$ cat src/rtl/fetch_unit_pkg.sv
`default_nettype none
// +----------------------------------------------------------------------------+
// | fetch_unit_pkg : shared encodings for the fetch stage (PC select, NOP, flags)
// | Revision: 1.0
// +----------------------------------------------------------------------------+
package fetch_unit_pkg;

  typedef enum logic [1:0] {
    PS_HOLD = 2'b00,
    PS_INC  = 2'b01,
    PS_REL  = 2'b10,
    PS_REG  = 2'b11
  } ps_e;

  typedef enum logic [0:0] {
    ST_IDLE = 1'b0,
    ST_WAIT = 1'b1
  } fetch_state_e;

  localparam logic [31:0] NOP_WORD = 32'hD503201F;

  // Bit positions inside the {V,C,N,Z} status word.
  localparam int STAT_V = 3;
  localparam int STAT_C = 2;
  localparam int STAT_N = 1;
  localparam int STAT_Z = 0;

endpackage
`default_nettype wire

$ cat src/rtl/fetch_unit_pc_next.sv
`default_nettype none
// +----------------------------------------------------------------------------+
// | pc_next_logic : combinational next-PC selection and link-address adder
// | Revision: 1.0
// +----------------------------------------------------------------------------+
module pc_next_logic
  import fetch_unit_pkg::*;
(
  input  logic [63:0] pc,
  input  ps_e         ps,
  input  logic [63:0] k,
  input  logic [63:0] pc_in,
  input  logic        hold,
  output logic [63:0] pc_next,
  output logic [63:0] pc_plus4
);

  logic [63:0] pc_rel;

  assign pc_plus4 = pc + 64'd4;
  // k counts words; the shift drops its top bits, giving modulo-2^64 wrap.
  assign pc_rel   = pc + (k << 2);

  always_comb begin
    pc_next = pc;
    if (!hold) begin
      unique case (ps)
        PS_HOLD: pc_next = pc;
        PS_INC:  pc_next = pc_plus4;
        PS_REL:  pc_next = pc_rel;
        PS_REG:  pc_next = pc_in;
        default: pc_next = pc;
      endcase
    end
  end

endmodule
`default_nettype wire

$ cat src/rtl/fetch_unit.sv
`default_nettype none
// +----------------------------------------------------------------------------+
// | fetch_unit : PC, instruction register and status register with ROM fetch
// | Revision: 1.0
// +----------------------------------------------------------------------------+
module fetch_unit #(
  parameter logic [63:0] RESET_PC = 64'h0,
  parameter int unsigned MAX_WAIT = 8,
  parameter logic [31:0] NOP_WORD = fetch_unit_pkg::NOP_WORD
) (
  input  logic        clk,
  input  logic        rst,
  input  logic [1:0]  ps,
  input  logic [63:0] k,
  input  logic [63:0] pc_in,
  input  logic        ir_load,
  input  logic        stat_en,
  input  logic [3:0]  status_in,
  output logic [63:0] rom_addr,
  output logic        rom_req,
  input  logic [31:0] rom_data,
  input  logic        rom_ack,
  output logic [31:0] i,
  output logic        ir_valid,
  output logic [3:0]  status,
  output logic [63:0] pc,
  output logic [63:0] pc_plus4,
  output logic        stall,
  output logic        fetch_err
);

  import fetch_unit_pkg::*;

  localparam int              CNT_W    = (MAX_WAIT < 2) ? 1 : $clog2(MAX_WAIT + 1);
  localparam logic [CNT_W-1:0] CNT_LAST = CNT_W'(MAX_WAIT - 1);

  fetch_state_e     state_q, state_d;
  logic [CNT_W-1:0] cnt_q, cnt_d;
  logic [63:0]      fetch_addr_q, fetch_addr_d;
  logic [63:0]      pc_q, pc_d;
  logic [31:0]      ir_q, ir_d;
  logic             ir_valid_q, ir_valid_d;
  logic [3:0]       status_q, status_d;
  logic             rom_req_q, rom_req_d;
  logic             fetch_err_q, fetch_err_d;

  // The PC must not move while a fetch is being launched or is in flight.
  assign stall = (state_q == ST_WAIT) || ir_load;

  pc_next_logic u_pc_next (
    .pc       (pc_q),
    .ps       (ps_e'(ps)),
    .k        (k),
    .pc_in    (pc_in),
    .hold     (stall),
    .pc_next  (pc_d),
    .pc_plus4 (pc_plus4)
  );

  always_comb begin
    state_d      = state_q;
    cnt_d        = cnt_q;
    fetch_addr_d = fetch_addr_q;
    ir_d         = ir_q;
    ir_valid_d   = ir_valid_q;
    rom_req_d    = rom_req_q;
    fetch_err_d  = fetch_err_q;
    status_d     = stat_en ? status_in : status_q;

    unique case (state_q)
      ST_IDLE: begin
        if (ir_load) begin
          state_d      = ST_WAIT;
          cnt_d        = '0;
          fetch_addr_d = pc_q;
          rom_req_d    = 1'b1;
          ir_valid_d   = 1'b0;
        end
      end
      ST_WAIT: begin
        if (rom_ack) begin
          state_d     = ST_IDLE;
          ir_d        = rom_data;
          ir_valid_d  = 1'b1;
          fetch_err_d = 1'b0;
          rom_req_d   = 1'b0;
        end else if (cnt_q == CNT_LAST) begin
          state_d     = ST_IDLE;
          cnt_d       = '0;
          ir_d        = NOP_WORD;
          ir_valid_d  = 1'b1;
          fetch_err_d = 1'b1;
          rom_req_d   = 1'b0;
        end else begin
          cnt_d = cnt_q + CNT_W'(1);
        end
      end
      default: state_d = ST_IDLE;
    endcase
  end

  always_ff @(posedge clk or posedge rst) begin
    if (rst) begin
      state_q      <= ST_IDLE;
      cnt_q        <= '0;
      fetch_addr_q <= '0;
      pc_q         <= RESET_PC;
      ir_q         <= '0;
      ir_valid_q   <= 1'b0;
      status_q     <= '0;
      rom_req_q    <= 1'b0;
      fetch_err_q  <= 1'b0;
    end else begin
      state_q      <= state_d;
      cnt_q        <= cnt_d;
      fetch_addr_q <= fetch_addr_d;
      pc_q         <= pc_d;
      ir_q         <= ir_d;
      ir_valid_q   <= ir_valid_d;
      status_q     <= status_d;
      rom_req_q    <= rom_req_d;
      fetch_err_q  <= fetch_err_d;
    end
  end

  assign rom_addr  = rom_req_q ? fetch_addr_q : pc_q;
  assign rom_req   = rom_req_q;
  assign i         = ir_q;
  assign ir_valid  = ir_valid_q;
  assign status    = status_q;
  assign pc        = pc_q;
  assign fetch_err = fetch_err_q;

endmodule
`default_nettype wire

$ cat config.mk
export PLATFORM = sky130hd
export DESIGN_NAME = fetch_unit
export DESIGN_NICKNAME = d
export VERILOG_FILES = /design/src/rtl/fetch_unit_pkg.sv /design/src/rtl/fetch_unit_pc_next.sv /design/src/rtl/fetch_unit.sv
export SDC_FILE = /design/constraint.sdc
export NUM_CORES = 1
export LEC_CHECK = 0
export ABC_AREA = 1
export BUFFER_PORTS_ARGS = -buffer_cell sky130_fd_sc_hd__buf_2
export CELL_PAD_IN_SITES_DETAIL_PLACEMENT = 0
export CELL_PAD_IN_SITES_GLOBAL_PLACEMENT = 1
export CORE_MARGIN = 2
export CORE_UTILIZATION = 37
export CTS_CLUSTER_SIZE = 25
export DETAILED_ROUTE_END_ITERATION = 7
export PLACE_DENSITY = 0.86
export REMOVE_ABC_BUFFERS = 1
export SYNTH_ARGS = -nofsm -noshare
export SYNTH_HDL_FRONTEND = slang
export SYNTH_HIERARCHICAL = 1
export SYNTH_SLANG_ARGS = --single-unit
$ cat constraint.sdc
create_clock -name clk -period 6.2 [get_ports clk]
set_input_delay 0.31 -clock clk [delete_from_list [all_inputs] [get_ports clk]]
set_output_delay 0.31 -clock clk [all_outputs]
set_load 0.01 [all_outputs]
# Yosys cells after proc, flatten, opt, wreduce, memory -nomap -nowiden
# Index checks and enable logic that the tools add are counted.
[classes] n_addsub=3 multipliers=0 n_div=0 order_cmp=0 n_eq_ne=7 n_shift=0 n_mux=21 bitwise_logic=3 n_reduce_logical=8
[op_table] cell="$pmux 64 s3" count=1
[op_table] cell="$add 64x3->64 const B" count=1
[op_table] cell="$add 64x64->64" count=1
[op_table] cell="$mux 32" count=2
[op_table] cell="$mux 64" count=1
[op_table] cell="$mux 4" count=3
[op_table] cell="$mux 1" count=10
[op_table] cell="$reduce_and 2->1" count=5
[op_table] cell="$pmux 4 s2" count=1
[op_table] cell="$pmux 1 s2" count=3
[op_table] cell="$add 4x1->4 const B" count=1
[op_table] cell="$eq 2x2->1 const B" count=2
[op_table] cell="$eq 4x3->1 const B" count=1
[op_table] cell="$ne 2x2->1 const B" count=2
[op_table] cell="$ne 3x2->1 const B" count=1
[op_table] cell="$not 1->1" count=3
[op_table] cell="$eq 2x1->1 const B" count=1
[op_table] cell="$logic_not 2->1" count=1
[op_table] cell="$reduce_bool 2->1" count=1
[op_table] cell="$logic_or 1x1->1" count=1
[word_totals] regBits=172 latchBits=0 mem_bits_rw=0 romBits=0 inputBits=171 out_inout_bits=232 elab_cells=51 n_memories=0

# Longest topological paths before layout
# Gate-level depths: netlist of the first run.
[logic_depth] ltp_word=4 ltp_mapped=16

# By module
# The synthesis of the first run kept the hierarchy.
[modules_own_cells] module="pc_next_logic" instances=1 cells_each=1987 area_each_um2=9230.1 seq_area_each_um2=0.0
[modules_own_cells] module="fetch_unit" instances=1 cells_each=685 area_each_um2=6754.0 seq_area_each_um2=4304.1

# Worst setup path after synthesis of the first run
# OpenSTA, ideal clock, no wires.
[synth_path] path_type="register to register" startpoint="reg pc_q[2] (netlist: pc[2])" endpoint="reg pc_q[54] (netlist: pc[54])" setup_time_ns=0.077 arrival_time_ns=2.024 t_required_ns=6.123 setup_slack_ns=4.099 stages_incl_launch_ff=15 cell_sequence="dfrtp_1 ha_1 inv_1 fa_1 inv_1 nand3_1 nand2_1 nand3_1 nand3b_1 nand2_1 nand2_1 nand2_1 nand3_1 nand3_1 a21oi_1"
[synth_between] elab_chain_cells=2 elab_cells_between_ends=3 cone_classes="add/sub: 2; mux: 1"
[synth_rtl] item="from (decl)" line="fetch_unit.sv:40" rtl="logic [63:0] pc_q, pc_d;"
[synth_rtl] item="from (signal assigned)" line="fetch_unit.sv:117" rtl="pc_q <= pc_d;"
[synth_rtl] item="$add 64x64->64 or $add 64x3->64 (tied branches)" line="fetch_unit_pc_next.sv:22, fetch_unit_pc_next.sv:20"
[synth_rtl] item="$pmux 64 s3 (*)" line="fetch_unit_pc_next.sv:27" rtl="unique case (ps)"
# Mark *: on every way between the ends. The rest lies on a longest branch, timed or not.
# A chain may end at the register's enable or synchronous reset.

# Final worst setup path of the first run
[layout_path] startpoint="reg pc_q[29] (netlist: pc[29])" endpoint="out pc_plus4[38]"
[layout_between] elab_chain_cells=1
[layout_rtl] item="$add 64x3->64" line="fetch_unit_pc_next.sv:20" rtl="assign pc_plus4 = pc + 64'd4;"
[layout_rtl] item="to (decl)" line="fetch_unit.sv:27" rtl="output logic [63:0] pc_plus4,"
# No other way between the ends.

==> metrics, run 1 <==
result of the run=finished, final reports clean; Slew Limit Fails=0; clock tree from TritonCTS=done; power density of the placed cells=slightly below 400 mW/mm2; largest fanout of any net on the critical path=6; number of warning messages in the yosys log=6; Setup Skew=about 14 ps; sum of negative setup slack=0 ps; Worst Path Class, Setup=flop to output pin; Area Overhead vs Synth=18.7%; Worst Path Required=5890 ps; Clock Pin Slew Worst Setup and Hold Paths=70 ps; RSZ-0062 raised after global routing=false; Synth cell types=52; mean area per synthesized cell=5.98 um2; share of the yosys chip area belonging to registers=26.9%; leftover overflow at the end of global routing=0; drt first pass iters=8; First DRT Iteration DRCs=1743; residual DRC count=0; type of the tightest min-delay check=input pin to flop; Setup Fix Bufs, Post-CTS=0; Setup Slack @ Placement=between 3000 and 4000 ps; fraction of registers with async set/reset=100%; height of the die=212 um; largest net degree at the start of global routing=around 130; Clock Tree Buf Depth=2; shortest period the worst path allows=about 3200 ps; category of the worst setup path capture point=output pin; gate count after technology mapping=2672; post-detailed-route count of antenna-violating nets=0; H-tree depth=4; I/O pins=approximately 400; number of hold buffers added after cts=0; Total Routing Usage GR=a little under a third; cell area reported after detailed placement=roughly 0.018 mm2; transition time at the pin with the least slew margin=approximately 990 ps; FP Rows=76; via count=18400; power after layout=7.44 mW; startpoint kind of the worst setup timing path=flop; overall die area=0.0449 mm2; number of antenna violations at the first check in global routing=4; number of setup violations in the final report=0; Post-synth top flop=sky130_fd_sc_hd__dfrtp_1; fraction of layout cells with a size suffix above 1=18.1%; most frequently used cell type in the post-synthesis netlist=sky130_fd_sc_hd__nand2_1; part of the cycle the worst path needs=52.4%; number of global-route vias before repair=16800; fin worst setup slack=2950 ps; nets@finish=3265; core region area=0.0429 mm2; Max Fclk=308 MHz; P_leak=10.7 nW; largest vdd supply drop=between 0.2 and 0.25 mV; Final Hold Vio Count=0; HPWL Detailed=57700 um; Starting Density=a little under two fifths; vias per cell=5.06; Post-synth EDFFs=0; total wire length after detailed routing=70300 um; area of the mapped netlist=0.0160 mm2; cell taking the most area after synthesis=sky130_fd_sc_hd__dfrtp_1; average wire length per cell after detail routing=about 19 um; cell types occupying the most area after synthesis=sky130_fd_sc_hd__dfrtp_1 27%, sky130_fd_sc_hd__nand2_1 24%, sky130_fd_sc_hd__inv_1 10%; number of instances resized during post-cts repair=0; CTS Buf Count=17; total clock sinks=172; relative slew slack=33.8%; area share of the leading cell type in the synthesized netlist=between 20% and 30%; final weighted congestion in routability-driven placement=around 1; buffer type at the clock tree root=sky130_fd_sc_hd__clkbuf_16; port bufs=400; latest clock arrival within the worst-skew pair=roughly 450 ps; number of storage elements in the synthesis netlist=172; cell types with the highest counts after synthesis=1018 x sky130_fd_sc_hd__nand2_1, 433 x sky130_fd_sc_hd__inv_1, 215 x sky130_fd_sc_hd__nor2_1, 172 x sky130_fd_sc_hd__dfrtp_1, 147 x sky130_fd_sc_hd__nand3_1; crit path DAT=2940 ps; wire length of the first global-routing pass=102000 um; die width=212 um; Final Cell Area=0.0190 mm2; number of max-capacitance violations reported=0
[routing by layer]
| metal | vias to the layer above | share of wire (%) | GRT usage (%) |
|---|---|---|---|
| li1 | 9032 | - | - |
| met1 | 8465 | 43 | 41.2 |
| met2 | 746 | 46 | 49.9 |
| met3 | 117 | 7.6 | 3.71 |
| met4 | 0 | 3.8 | 12.2 |
| met5 | - | 0 | 0 |
[final timing paths]
path	start	endpoint	slack, ps	cells past startpoint
setup reg to reg	pc[2]$_DFF_PP0_	pc[40]$_DFF_PP0_	3240	14
hold reg to reg	i[6]$_DFFE_PP0P_	i[6]$_DFFE_PP0P_	470	2
hold / removal	rom_data[14]	i[14]$_DFFE_PP0P_	60	3
setup / recovery	pc[29]$_DFF_PP0_	pc_plus4[38]	2950	7
max in group asynchronous	rst	rom_req$_DFFE_PP0P_	4460	3
min in group asynchronous	rst	fetch_addr_q[18]$_DFFE_PP0P_	90	2
[state kept, by name (all words and copies together), names as in the netlist]
name,cells
state_q,1
fetch_err,1
i,32
rom_req,1
fetch_addr_q,64
cnt_q,4
ir_valid,1
pc,64
status,4
[power breakdown]
group / internal (mW) / total (mW) / switching, mW
Sequential: 1.47 / 2.15 / 0.677
Clock: 0.578 / 1.06 / 0.483
Combinational: 1.44 / 4.23 / 2.79
[through the flow]
stage | utilization, % | cells | hold slack [ps]
after floorplan | - | 2604 | 427
after global placement | 42.9 | 3596 | 448
after detailed placement | 42.9 | 3596 | 455
after CTS | 44.2 | 3628 | 41.1
after global routing | 44.2 | 3631 | 46.0
final | 44.2 | 3631 | 63.5
[cell usage in the layout, fill, tap and decap left out, types with 5 or more instances in the layout]
| cell | netlist | final |
|---|---|---|
| sky130_fd_sc_hd__inv_1 | 433 | 432 |
| sky130_fd_sc_hd__a22oi_1 | 14 | 14 |
| sky130_fd_sc_hd__xnor2_1 | 9 | 9 |
| sky130_fd_sc_hd__mux2_2 | 6 | 6 |
| sky130_fd_sc_hd__a21oi_1 | 133 | 132 |
| sky130_fd_sc_hd__clkinv_2 | 0 | 5 |
| sky130_fd_sc_hd__xor2_1 | 35 | 35 |
| sky130_fd_sc_hd__inv_2 | 9 | 9 |
| sky130_fd_sc_hd__nand2_2 | 11 | 11 |
| sky130_fd_sc_hd__nand2_1 | 1018 | 1018 |
| sky130_fd_sc_hd__o21ai_1 | 20 | 20 |
| sky130_fd_sc_hd__o21ai_0 | 109 | 109 |
| sky130_fd_sc_hd__buf_2 | 9 | 400 |
| sky130_fd_sc_hd__or2_2 | 28 | 28 |
| sky130_fd_sc_hd__nand3_1 | 147 | 147 |
| sky130_fd_sc_hd__dfrtp_1 | 172 | 171 |
| sky130_fd_sc_hd__nor2_2 | 11 | 10 |
| sky130_fd_sc_hd__o21bai_1 | 6 | 6 |
| sky130_fd_sc_hd__o21ai_2 | 20 | 20 |
| sky130_fd_sc_hd__nor3_1 | 33 | 33 |
| sky130_fd_sc_hd__a31oi_1 | 16 | 16 |
| sky130_fd_sc_hd__buf_4 | 6 | 7 |
| sky130_fd_sc_hd__clkbuf_16 | 0 | 17 |
| sky130_fd_sc_hd__xnor2_2 | 5 | 5 |
| sky130_fd_sc_hd__nand3b_1 | 15 | 15 |
| sky130_fd_sc_hd__and2_1 | 8 | 8 |
| sky130_fd_sc_hd__nand4_1 | 30 | 30 |
| sky130_fd_sc_hd__ha_1 | 63 | 63 |
| sky130_fd_sc_hd__nor2_1 | 215 | 214 |
[critical path, stage by stage (launching register included)]
cell and delay, ps:
sky130_fd_sc_hd__dfrtp_1 610, sky130_fd_sc_hd__inv_1 120, sky130_fd_sc_hd__nor3_1 360, sky130_fd_sc_hd__nand2_1 130, sky130_fd_sc_hd__nor2_1 250, sky130_fd_sc_hd__nand3_1 140, sky130_fd_sc_hd__xnor2_1 610, sky130_fd_sc_hd__buf_2 260
[layout make-up]
| cell class | instances | area [um2] |
|---|---|---|
| clock inverters | 12 | 110 |
| fillers | 4724 | 23900 |
| flip-flops and latches | 172 | 4310 |
| repair buffers | 407 | 2050 |
| multi-input cells | 1987 | 9630 |
| inverters | 445 | 1680 |
| diodes | 3 | 7.51 |
| clock buffers | 20 | 457 |
| well taps | 585 | 732 |
[logic make-up after synthesis]
logic type,after synthesis,synth area share [%]
and+or+nand+nor,1538,40.2
xor gates and xnor gates,49,2.92
DFF,172,26.9
buffers and inverters,513,13.0
muxes,6,0.423
AOI/OAI and AO/OA,330,11.5
adders and majority gates,64,5.06
No activity file was read; power rests on OpenSTA's default activity.
==> run 2, diff against run 1 <==
--- a/config.mk
+++ b/config.mk
@@ -10,10 +10,10 @@
 export CELL_PAD_IN_SITES_DETAIL_PLACEMENT = 0
 export CELL_PAD_IN_SITES_GLOBAL_PLACEMENT = 1
 export CORE_MARGIN = 2
-export CORE_UTILIZATION = 37
+export CORE_UTILIZATION = 34
 export CTS_CLUSTER_SIZE = 25
 export DETAILED_ROUTE_END_ITERATION = 7
-export PLACE_DENSITY = 0.86
+export PLACE_DENSITY = 0.83
 export REMOVE_ABC_BUFFERS = 1
 export SYNTH_ARGS = -nofsm -noshare
 export SYNTH_HDL_FRONTEND = slang
==> constraint.sdc (replaced) <==
create_clock -name clk -period 2.9 [get_ports clk]
set_input_delay 0.145 -clock clk [delete_from_list [all_inputs] [get_ports clk]]
set_output_delay 0.145 -clock clk [all_outputs]
set_load 0.01 [all_outputs]
==> run 2 against run 1 <==
  * The run now ends with design-rule violations, negative setup slack left
  * Utilization down 1.4 points
  * Register-to-register slack worse by 3000 ps
  * Hold slack worse by 51 ps
  * Critical path depth up 1
  * Clock power up 130%
  * Via count up 3.6%
  * Clock skew up 2.9 ps
  * Cell count up 3.2%
  * Design area up 5.0%
  * Clock-buffer cell count down 2
  * Largest power group unchanged
==> metrics, run 2 (same netlist as run 1, synthesis figures left out) <==
failing checks=design-rule violations, negative setup slack; overall die area=~0.049 mm2; Worst Path Required=2760 ps; launching instance or port of the critical path=pc[11]$_DFF_PP0_; CTS Buf Count=17; DR WL met2=34000 um; total wire length after detailed routing=between 70000 and 80000 um; number of max-capacitance violations reported=0; clock tree from TritonCTS=done; Setup Slack @ Placement=265 ps; First DRT Iteration DRCs=1769; Final Cell Area=0.0199 mm2; WL met3=5260 um; Clock Tree Buf Depth=2; relative slew slack=between 10% and 20%; wire length the detailed router placed on met1=about 33000 um; largest net degree at the start of global routing=133; hold wc startpoint=rom_data[17]; Hold WS=12.6 ps; largest vdd supply drop=about 0.35 mV; fraction of layout cells with a size suffix above 1=19.7%; P_leak=11.2 nW; die width=221 um; port bufs=400; category of the worst setup path capture point=output pin; vias per cell=approximately 5.1; transition time at the pin with the least slew margin=1210 ps; Worst Path Class, Setup=flop to output pin; Clock Pin Slew Worst Setup and Hold Paths=80 ps; fin util=between 40% and 50%; drt first pass iters=8; result of the run=finished with violations; Setup Skew=around 17 ps; highest routing layer actually used=met5; RSZ-0062 raised after global routing=false; core region area=between 0.04 and 0.05 mm2; number of setup violations in the final report=1; number of fill cells in the layout=5003; highest-count cells in the layout ignoring fill and taps=1018 x sky130_fd_sc_hd__nand2_1, 431 x sky130_fd_sc_hd__inv_1, 400 x sky130_fd_sc_hd__buf_2; I/O pins=403; final weighted congestion in routability-driven placement=1.00; commonest non-fill, non-tap cell in the layout=sky130_fd_sc_hd__nand2_1; via count=approximately 19000; post-detailed-route count of antenna-violating nets=0; startpoint kind of the worst setup timing path=flop; fin worst setup slack=-31.0 ps; number of antenna violations at the first check in global routing=3; nets@finish=between 3000 and 4000; FP Rows=79; Starting Density=between 30% and 40%; Total Routing Usage GR=29.9%; residual DRC count=1; power after layout=16.6 mW; part of the cycle the worst path needs=101%; Max Fclk=341 MHz; average wire length per cell after detail routing=20.1 um; crit path DAT=about 2800 ps; leftover overflow at the end of global routing=0; Area Overhead vs Synth=24.6%; Crit Reg-Reg Startpoint=pc[4]$_DFF_PP0_; HPWL Detailed=~62000 um; cell area reported after detailed placement=0.0189 mm2; height of the die=221 um; number of global-route vias before repair=18000; shortest period the worst path allows=2930 ps; largest fanout of any net on the critical path=7; Slew Limit Fails=0; latest clock arrival within the worst-skew pair=470 ps; total clock sinks=172; power density of the placed cells=834 mW/mm2; H-tree depth=4; wire length of the first global-routing pass=around 110000 um; type of the tightest min-delay check=input pin to flop; Final Hold Vio Count=0; buffer type at the clock tree root=sky130_fd_sc_hd__clkbuf_16
==> run 2: cell types whose count changed in the layout (fill, tap and decap cells not counted), moves of 2 or more <==
cell	before	now
sky130_fd_sc_hd__buf_4	7	61
sky130_fd_sc_hd__dfrtp_2	0	2
sky130_fd_sc_hd__inv_8	1	5
sky130_fd_sc_hd__xor2_2	0	3
sky130_fd_sc_hd__clkinv_4	2	4
sky130_fd_sc_hd__xor2_1	35	32
sky130_fd_sc_hd__clkinv_2	5	0
sky130_fd_sc_hd__clkinv_8	0	2
sky130_fd_sc_hd__dfrtp_1	171	169
sky130_fd_sc_hd__buf_12	0	5
sky130_fd_sc_hd__dlygate4sd3_1	0	36
sky130_fd_sc_hd__nor2_4	4	6
==> run 2: timing repair <==
action	in CTS	in global routing
endpoints found under the setup margin	4	5
pin swaps	0	0
resized for setup	3	6
hold buffers	36	0
buffers inserted	0	1
hold endpoints to repair	90	0
==> run 2: final cells by class <==
class / count / area [um2] / area share [%]
flip-flops and latches: 172 / 4310 / 21.6
repair buffers: 502 / 2920 / 14.7
clock inverters: 14 / 149 / 0.747
diodes: 2 / 5.00 / 0.0251
clock buffers: 18 / 439 / 2.20
multi-input cells: 1987 / 9660 / 48.5
inverters: 445 / 1680 / 8.42
well taps: 607 / 759 / 3.81
==> run 2: power by group <==
part	total [mW]	internal [mW]	switching [mW]
Sequential	4.15	3.16	0.995
Clock	2.39	1.17	1.21
Combinational	10.1	3.44	6.63
Total	16.6	7.77	8.84
==> run 2: critical path: stages, from the launching register on <==
cell and delay, ps:
sky130_fd_sc_hd__dfrtp_1 480, sky130_fd_sc_hd__buf_4 250, sky130_fd_sc_hd__nand2_1 100, sky130_fd_sc_hd__nor2_1 210, sky130_fd_sc_hd__nand2_2 130, sky130_fd_sc_hd__nor2_2 260, sky130_fd_sc_hd__nand2_1 190, sky130_fd_sc_hd__xor2_1 480
sky130_fd_sc_hd__buf_2 230
==> run 2: final timing paths <==
path	to	slack [ps]	depth (start not counted)
setup / recovery	pc_plus4[29]	-30	8
hold / removal	i[17]$_DFFE_PP0P_	10	4
setup reg to reg	pc[49]$_DFF_PP0_	290	11
hold reg to reg	i[24]$_DFFE_PP0P_	470	2
max in group asynchronous	i[4]$_DFFE_PP0P_	1660	4
min in group asynchronous	fetch_addr_q[2]$_DFFE_PP0P_	320	3
==> run 2: layer usage <==
metal,vias up,track usage [%]
met3,140,4.40
li1,9221,-
met5,-,0
met1,8829,40.4
met2,834,48.3
met4,2,11.3
==> run 2: metrics by stage <==
stage | std cells | TNS [ps]
final | 3747 | -31.0
after global routing | 3746 | 0
after CTS | 3744 | 0
after detailed placement | 3676 | 0
after global placement | 3676 | 0
after floorplan | 2604 | -490120
